--- src/rtl/pipelined_data_path.sv ---
// rtl/pipelined_data_path.sv - 5-stage F/D/E/M/W RV32I datapath with hazard unit
// Optional macro FORWARDING_EN: E-stage forwarding with load-use stall; otherwise stall on any in-flight RAW.
module pipelined_data_path #(
    parameter int              XLEN      = 32,
    parameter logic [XLEN-1:0] RESET_PC  = '0,
    parameter logic [31:0]     NOP_INSTR = 32'h0000_0013
) (
    input  logic            clk,
    input  logic            reset,
    output logic [XLEN-1:0] PCF,
    input  logic [31:0]     InstrF,
    output logic [31:0]     InstrD,
    input  logic            RegWriteD,
    input  logic [1:0]      ResultSrcD,
    input  logic            MemWriteD,
    input  logic            JumpD,
    input  logic            JalrD,
    input  logic            BranchD,
    input  logic [2:0]      ALUControlD,
    input  logic            ALUSrcD,
    input  logic [1:0]      ImmSrcD,
    output logic            MemWriteM,
    output logic [XLEN-1:0] ALUResultM,
    output logic [XLEN-1:0] WriteDataM,
    input  logic [XLEN-1:0] ReadDataM
);

    logic [XLEN-1:0] pc_plus4_f, pc_d, pc_plus4_d;
    logic [4:0]      rs1_d, rs2_d, rd_d;
    logic [XLEN-1:0] rd1_d, rd2_d, imm_ext_d;
    logic [XLEN-1:0] rf [32];

    logic            reg_write_e, mem_write_e, jump_e, jalr_e, branch_e, alu_src_e;
    logic [1:0]      result_src_e;
    logic [2:0]      alu_control_e;
    logic [XLEN-1:0] rd1_e, rd2_e, pc_e, imm_ext_e, pc_plus4_e;
    logic [4:0]      rd_e;
    logic [XLEN-1:0] src_a_e, src_b_e, write_data_e, alu_result_e, pc_target_e;
    logic            zero_e, pc_src_e;

    logic            reg_write_m;
    logic [1:0]      result_src_m;
    logic [4:0]      rd_m;
    logic [XLEN-1:0] pc_plus4_m;

    logic            reg_write_w;
    logic [1:0]      result_src_w;
    logic [4:0]      rd_w;
    logic [XLEN-1:0] alu_result_w, read_data_w, pc_plus4_w, result_w;

    logic            stall, flush_d, flush_e;

    // Redirect beats stall: a stalled instruction behind a taken branch is on the wrong path.
    assign pc_plus4_f = PCF + XLEN'(4);
    assign flush_d    = pc_src_e;
    assign flush_e    = pc_src_e | stall;

    always_ff @(posedge clk) begin
        if (reset) begin
            PCF <= RESET_PC;
        end else if (pc_src_e) begin
            PCF <= pc_target_e;
        end else if (!stall) begin
            PCF <= pc_plus4_f;
        end
    end

    always_ff @(posedge clk) begin
        if (reset || flush_d) begin
            InstrD     <= NOP_INSTR;
            pc_d       <= '0;
            pc_plus4_d <= '0;
        end else if (!stall) begin
            InstrD     <= InstrF;
            pc_d       <= PCF;
            pc_plus4_d <= pc_plus4_f;
        end
    end

    assign rs1_d = InstrD[19:15];
    assign rs2_d = InstrD[24:20];
    assign rd_d  = InstrD[11:7];

    always_comb begin
        case (ImmSrcD)
            2'b00:   imm_ext_d = {{(XLEN-12){InstrD[31]}}, InstrD[31:20]};
            2'b01:   imm_ext_d = {{(XLEN-12){InstrD[31]}}, InstrD[31:25], InstrD[11:7]};
            2'b10:   imm_ext_d = {{(XLEN-12){InstrD[31]}}, InstrD[7], InstrD[30:25],
                                  InstrD[11:8], 1'b0};
            default: imm_ext_d = {{(XLEN-20){InstrD[31]}}, InstrD[19:12], InstrD[20],
                                  InstrD[30:21], 1'b0};
        endcase
    end

    // Write-through: a D read of the register W is writing sees the new value this cycle.
    always_comb begin
        rd1_d = rf[rs1_d];
        rd2_d = rf[rs2_d];
        if (reg_write_w && rd_w != 5'd0 && rd_w == rs1_d) rd1_d = result_w;
        if (reg_write_w && rd_w != 5'd0 && rd_w == rs2_d) rd2_d = result_w;
        if (rs1_d == 5'd0) rd1_d = '0;
        if (rs2_d == 5'd0) rd2_d = '0;
    end

    always_ff @(posedge clk) begin
        if (reset) begin
            for (int i = 0; i < 32; i++) rf[i] <= '0;
        end else if (reg_write_w && rd_w != 5'd0) begin
            rf[rd_w] <= result_w;
        end
    end

    always_ff @(posedge clk) begin
        if (reset || flush_e) begin
            reg_write_e   <= 1'b0;
            result_src_e  <= 2'b00;
            mem_write_e   <= 1'b0;
            jump_e        <= 1'b0;
            jalr_e        <= 1'b0;
            branch_e      <= 1'b0;
            alu_control_e <= 3'b000;
            alu_src_e     <= 1'b0;
            rd1_e         <= '0;
            rd2_e         <= '0;
            pc_e          <= '0;
            imm_ext_e     <= '0;
            pc_plus4_e    <= '0;
            rd_e          <= 5'd0;
        end else begin
            reg_write_e   <= RegWriteD;
            result_src_e  <= ResultSrcD;
            mem_write_e   <= MemWriteD;
            jump_e        <= JumpD;
            jalr_e        <= JalrD;
            branch_e      <= BranchD;
            alu_control_e <= ALUControlD;
            alu_src_e     <= ALUSrcD;
            rd1_e         <= rd1_d;
            rd2_e         <= rd2_d;
            pc_e          <= pc_d;
            imm_ext_e     <= imm_ext_d;
            pc_plus4_e    <= pc_plus4_d;
            rd_e          <= rd_d;
        end
    end

`ifdef FORWARDING_EN
    logic [4:0] rs1_e, rs2_e;

    always_ff @(posedge clk) begin
        if (reset || flush_e) begin
            rs1_e <= 5'd0;
            rs2_e <= 5'd0;
        end else begin
            rs1_e <= rs1_d;
            rs2_e <= rs2_d;
        end
    end

    // M has priority over W: it holds the younger producer.
    always_comb begin
        src_a_e      = rd1_e;
        write_data_e = rd2_e;
        if (rs1_e != 5'd0 && reg_write_m && rs1_e == rd_m)      src_a_e = ALUResultM;
        else if (rs1_e != 5'd0 && reg_write_w && rs1_e == rd_w) src_a_e = result_w;
        if (rs2_e != 5'd0 && reg_write_m && rs2_e == rd_m)      write_data_e = ALUResultM;
        else if (rs2_e != 5'd0 && reg_write_w && rs2_e == rd_w) write_data_e = result_w;
    end

    assign stall = (result_src_e == 2'b01) && (rd_e != 5'd0) &&
                   (rd_e == rs1_d || rd_e == rs2_d);
`else
    assign src_a_e      = rd1_e;
    assign write_data_e = rd2_e;

    // Hold D until the producer reaches W, where the regfile bypass delivers it.
    assign stall = (reg_write_e && rd_e != 5'd0 && (rd_e == rs1_d || rd_e == rs2_d)) ||
                   (reg_write_m && rd_m != 5'd0 && (rd_m == rs1_d || rd_m == rs2_d));
`endif

    assign src_b_e = alu_src_e ? imm_ext_e : write_data_e;

    always_comb begin
        case (alu_control_e)
            3'b000:  alu_result_e = src_a_e + src_b_e;
            3'b001:  alu_result_e = src_a_e - src_b_e;
            3'b010:  alu_result_e = src_a_e & src_b_e;
            3'b011:  alu_result_e = src_a_e | src_b_e;
            3'b101:  alu_result_e = {{(XLEN-1){1'b0}}, $signed(src_a_e) < $signed(src_b_e)};
            default: alu_result_e = '0;
        endcase
    end

    assign zero_e      = (alu_result_e == '0);
    assign pc_target_e = jalr_e ? {alu_result_e[XLEN-1:1], 1'b0} : pc_e + imm_ext_e;
    assign pc_src_e    = (branch_e & zero_e) | jump_e;

    always_ff @(posedge clk) begin
        if (reset) begin
            reg_write_m  <= 1'b0;
            result_src_m <= 2'b00;
            MemWriteM    <= 1'b0;
            ALUResultM   <= '0;
            WriteDataM   <= '0;
            rd_m         <= 5'd0;
            pc_plus4_m   <= '0;
        end else begin
            reg_write_m  <= reg_write_e;
            result_src_m <= result_src_e;
            MemWriteM    <= mem_write_e;
            ALUResultM   <= alu_result_e;
            WriteDataM   <= write_data_e;
            rd_m         <= rd_e;
            pc_plus4_m   <= pc_plus4_e;
        end
    end

    always_ff @(posedge clk) begin
        if (reset) begin
            reg_write_w  <= 1'b0;
            result_src_w <= 2'b00;
            alu_result_w <= '0;
            read_data_w  <= '0;
            rd_w         <= 5'd0;
            pc_plus4_w   <= '0;
        end else begin
            reg_write_w  <= reg_write_m;
            result_src_w <= result_src_m;
            alu_result_w <= ALUResultM;
            read_data_w  <= ReadDataM;
            rd_w         <= rd_m;
            pc_plus4_w   <= pc_plus4_m;
        end
    end

    always_comb begin
        case (result_src_w)
            2'b01:   result_w = read_data_w;
            2'b10:   result_w = pc_plus4_w;
            default: result_w = alu_result_w;
        endcase
    end

endmodule
--- config.mk ---
export PLATFORM = sky130hd
export DESIGN_NAME = pipelined_data_path
export DESIGN_NICKNAME = d
export VERILOG_FILES = /design/src/rtl/pipelined_data_path.sv
export SDC_FILE = /design/constraint.sdc
export NUM_CORES = 2
export LEC_CHECK = 0
export ABC_CLOCK_PERIOD_IN_PS = 7500
export CORE_ASPECT_RATIO = 1.2
export CORE_MARGIN = 8
export CORE_UTILIZATION = 30
export CTS_CLUSTER_SIZE = 16
export DETAILED_ROUTE_END_ITERATION = 10
export SYNTH_ARGS = -nofsm -noshare
export SYNTH_HDL_FRONTEND = slang
export SYNTH_SLANG_ARGS = --single-unit
export TNS_END_PERCENT = 20
--- constraint.sdc ---
create_clock -name clk -period 7.5 [get_ports clk]
set_clock_uncertainty 0.1 [all_clocks]
set_input_delay 1.875 -clock clk [delete_from_list [all_inputs] [get_ports clk]]
set_output_delay 1.875 -clock clk [all_outputs]
set_load 0.01 [all_outputs]
==> summary.md <==
| Metric | Value |
|---|---|
| Clock share of power | `37.6%` |
| Ys Warns | `0` |
| H-Tree Depth | `4` |
| DRT antenna net count | `0` |
| Cell repeated most along the worst path | `buf_12` |
| Power per cell area | `237 mW/mm^2` |
| Sequential area share after synthesis | `53.1%` |
| HP Class | `reg -> reg` |
| First-pass GRT wire length | `393 mm` |
| Leakage power | `0.0290 uW` |
| # clock sinks | `1,522` |
| Largest net degree at the start of global routing | `161` |
| Floorplan Core Area | `0.255 mm^2` |
| Max Root-Sink Buffers | `3` |
| Post-Syn Area | `0.0766 mm^2` |
| DRC viols | `0` |
| RD Place Congestion | `0.961` |
| Worst Path Arrival | `7.83 ns` |
| CTS clk-pin slew, worst paths | `0.06 ns` |
| PortBufs | `207` |
| CTS Buf Count | `157` |
| Fmax | `137 MHz` |
| Skew-Pair Late Insertion Delay | `0.83 ns` |
| Share of cells above drive strength 1 | `17.5%` |
| Reg-to-reg slack, setup | `0.20 ns` |
| DR WL/cell | `28.1 um` |
| Crit. End Element | `flip-flop` |
| Synth top area share | `40.1%` |
| Status | `complete, no violations` |
| Area Overhead vs Synth | `14.4%` |
| Min cycle time layout | `7.30 ns` |
| Cts hold-fix bufs | `0` |
| Die Height | `570 um` |
| Vias | `54,500` |
| Delay-heaviest family, CP | `simple AND/OR/NAND/NOR gates` |
| Resize count post-CTS | `0` |
| WS Path Type | `reg -> reg` |
| Worst-margin pin slew | `1.37 ns` |
| Post-synth EDFFs | `1,024` |
| Crit-path max FO | `51` |
| Vias in the first global route | `54,621` |
| Drt pass-1 iters | `5` |
| Top post-synthesis cells by area | `edfxtp_1 (40%), mux4_2 (17%), dfxtp_1 (13%)` |
| Net Sw Power | `5860 uW` |
| RSZ-0062 raised after global routing | `false` |
| Max-cap violations | `0` |
| Crit share post-route | `97.3%` |
| Slew Limit Fails | `0` |
| Io pins | `208` |
| Pint | `15,000 uW` |
| Syn Area/Cell | `12.1 um^2` |
| Nets | `6,523` |
| Synth async-reset ratio | `0%` |
| Seq pwr share | `46.2%` |
| Starting DRC count in detailed routing | `6,362` |
| CTS root buf | `clkbuf_16` |
| Critical path data required time | `8.03 ns` |
| Worst slew margin | `7.43%` |
| FF+latch count, synth | `1,522` |
| Final Hold Slack | `0.330 ns` |
| Die W | `477 um` |
| Routed vias/inst | `5.55` |
| Switching fraction of total power | `28.1%` |
| Total negative setup slack | `0 ns` |
| Syn Inst Count | `6,327` |
| All-layer global routing usage | `19.5%` |
| Maximum vdd drop | `0.000254 V` |
| Initial Util | `30.1%` |
| Worst-path cell chain | `buf_4, and2_1, a21oi_1, ha_1, nor2_1, a211oi_1, o21ai_0, a21oi_1, o211ai_1, mux2i_1, nor4_1, buf_4, nand4_1, or4_1, o41ai_4, buf_12, buf_12, buf_12, a2111oi_0` |
| Prevailing post-synth register cell | `edfxtp_1` |
| Synth cell types | `84` |
| Drt total wl | `276 mm` |
| Area leader, netlist | `edfxtp_1` |
| CTS tree | `done` |
| Startpoint types | `flip-flop` |
| Slowest stage delay, CP | `0.90 ns` |
| DP Area | `0.0826 mm^2` |
| Grt total ovfl | `0` |
| Final setup viols | `0` |
| Buffers & Inverters on Critical Path | `5` |
| Postcts setup bufs | `0` |
| DP Wirelength | `180 mm` |
| Combinational Power Share | `16.2%` |
| Die ar. | `0.272 mm^2` |
| Fin. Hold Viols | `0` |
| Initial antenna violation count | `14` |
| Finished Cell Area | `0.0877 mm^2` |
| CP max-delay cell | `nor4_1` |
| Row cnt | `203` |
cells in the mapped netlist (23+ instances only):
master / instances
mux2_1: 26
a21oi_1: 250
edfxtp_1: 1024
dfxtp_1: 498
ha_1: 138
mux2_2: 43
o22ai_1: 33
mux4_2: 593
buf_1: 71
nand2_1: 238
xnor2_1: 68
nor2b_1: 190
clkbuf_1: 469
a31oi_1: 23
o21ai_0: 132
a22oi_1: 35
nor3_1: 240
mux2i_1: 175
xor2_1: 48
o211ai_1: 24
nor4_1: 52
nand3_1: 34
buf_2: 23
a211oi_1: 60
inv_1: 218
a2111oi_0: 28
nor2_1: 1312
area by class of cell:
type,count,area (um^2)
repair buffers,366,3470
clock inverters,90,843
fillers,24835,167000
well taps,3382,4230
clock buffers,197,4190
flip-flops and latches,1522,40800
inverters,219,822
multi-input cells,4037,33300
diodes,2,5.00
tightest hold or removal path, stage by stage, from the launching register on:
cell and delay, ns:
dfxtp_1 0.31, inv_1 0.05, nor3_1 0.04
power groups by stage:
stage / Sequential (uW) / Combinational [uW] / Clock, uW
after floorplan: 9600 / 2090 / 0
after global placement: 9760 / 3340 / 0
after detailed placement: 9780 / 3340 / 0
after CTS: 9610 / 3350 / 7910
after global routing: 9640 / 3550 / 8210
final: 9620 / 3380 / 7820
per-stage QoR:
step	total power (uW)	utilization (%)	setup slack, ns	instances
finish	20800	34.4	0.199	9815
global route	21400	34.4	0.0174	9813
CTS	20900	34.4	0.393	9813
detailed placement	13100	32.5	0.417	9526
global placement	13100	32.5	0.420	9526
floorplan	11700	-	2.20	6358
cell usage in the layout, fill, tap and decap left out, types with 31 or more instances in the layout:
master | synthesis | layout
xor2_1 | 48 | 48
edfxtp_1 | 1024 | 1024
nand2_2 | 0 | 32
ha_1 | 138 | 137
o21ai_0 | 132 | 132
clkbuf_1 | 469 | 31
nand2_1 | 238 | 206
o22ai_1 | 33 | 32
nand3_1 | 34 | 34
buf_4 | 17 | 143
nor2_1 | 1312 | 1312
clkinv_1 | 1 | 31
clkdlybuf4s50_1 | 0 | 206
clkbuf_16 | 0 | 159
nor4_1 | 52 | 52
inv_1 | 218 | 217
a22oi_1 | 35 | 35
mux2i_1 | 175 | 175
nor2b_1 | 190 | 189
xnor2_1 | 68 | 68
conb_1 | 1 | 32
dfxtp_1 | 498 | 486
mux4_2 | 593 | 593
nor3_1 | 240 | 239
mux2_2 | 43 | 43
a211oi_1 | 60 | 60
a21oi_1 | 250 | 218
final timing paths:
kind,startpoint,to,depth (start not counted)
max,alu_src_e,pc_plus4_d[6],19
min,pc_plus4_d[15],pc_plus4_e[15],2
max reg2reg,alu_src_e,pc_plus4_d[6],19
min reg2reg,pc_plus4_d[15],pc_plus4_e[15],2
registers in the layout, indices dropped and copies added (netlist names), 21 cells and up:
register,count
rf,1024
ALUResultM,32
InstrD,32
PCF,32
WriteDataM,32
alu_result_w,32
pc_d,32
pc_e,32
pc_plus4_m,32
pc_plus4_w,32
rd1_e,32
rd2_e,32
read_data_w,32
pc_plus4_d,30
pc_plus4_e,30
imm_ext_e,21
cells by family after synthesis:
kind of cell	Yosys count	synth area share [%]
multiplexers	837	20.7
flip-flops	1522	53.1
AO/OA/AOI/OAI	716	5.91
XOR/XNOR	116	1.33
other	1	0.00489
AND/OR/NAND/NOR	2195	12.5
adder cells (fa/ha/maj)	141	2.33
buffers and inverters	799	4.04
per-layer routing:
| metal | part of all wire (%) | global-route usage, % | up-vias | routed length [um] |
|---|---|---|---|---|
| li1 | - | - | 23123 | - |
| met1 | 36 | 23.0 | 27720 | 99700 |
| met2 | 49 | 33.9 | 2901 | 136000 |
| met3 | 8.4 | 3.71 | 750 | 23200 |
| met4 | 6.1 | 9.79 | 6 | 16900 |
| met5 | 0.016 | 0 | - | 45 |
Power figures use the tool's default switching activity.
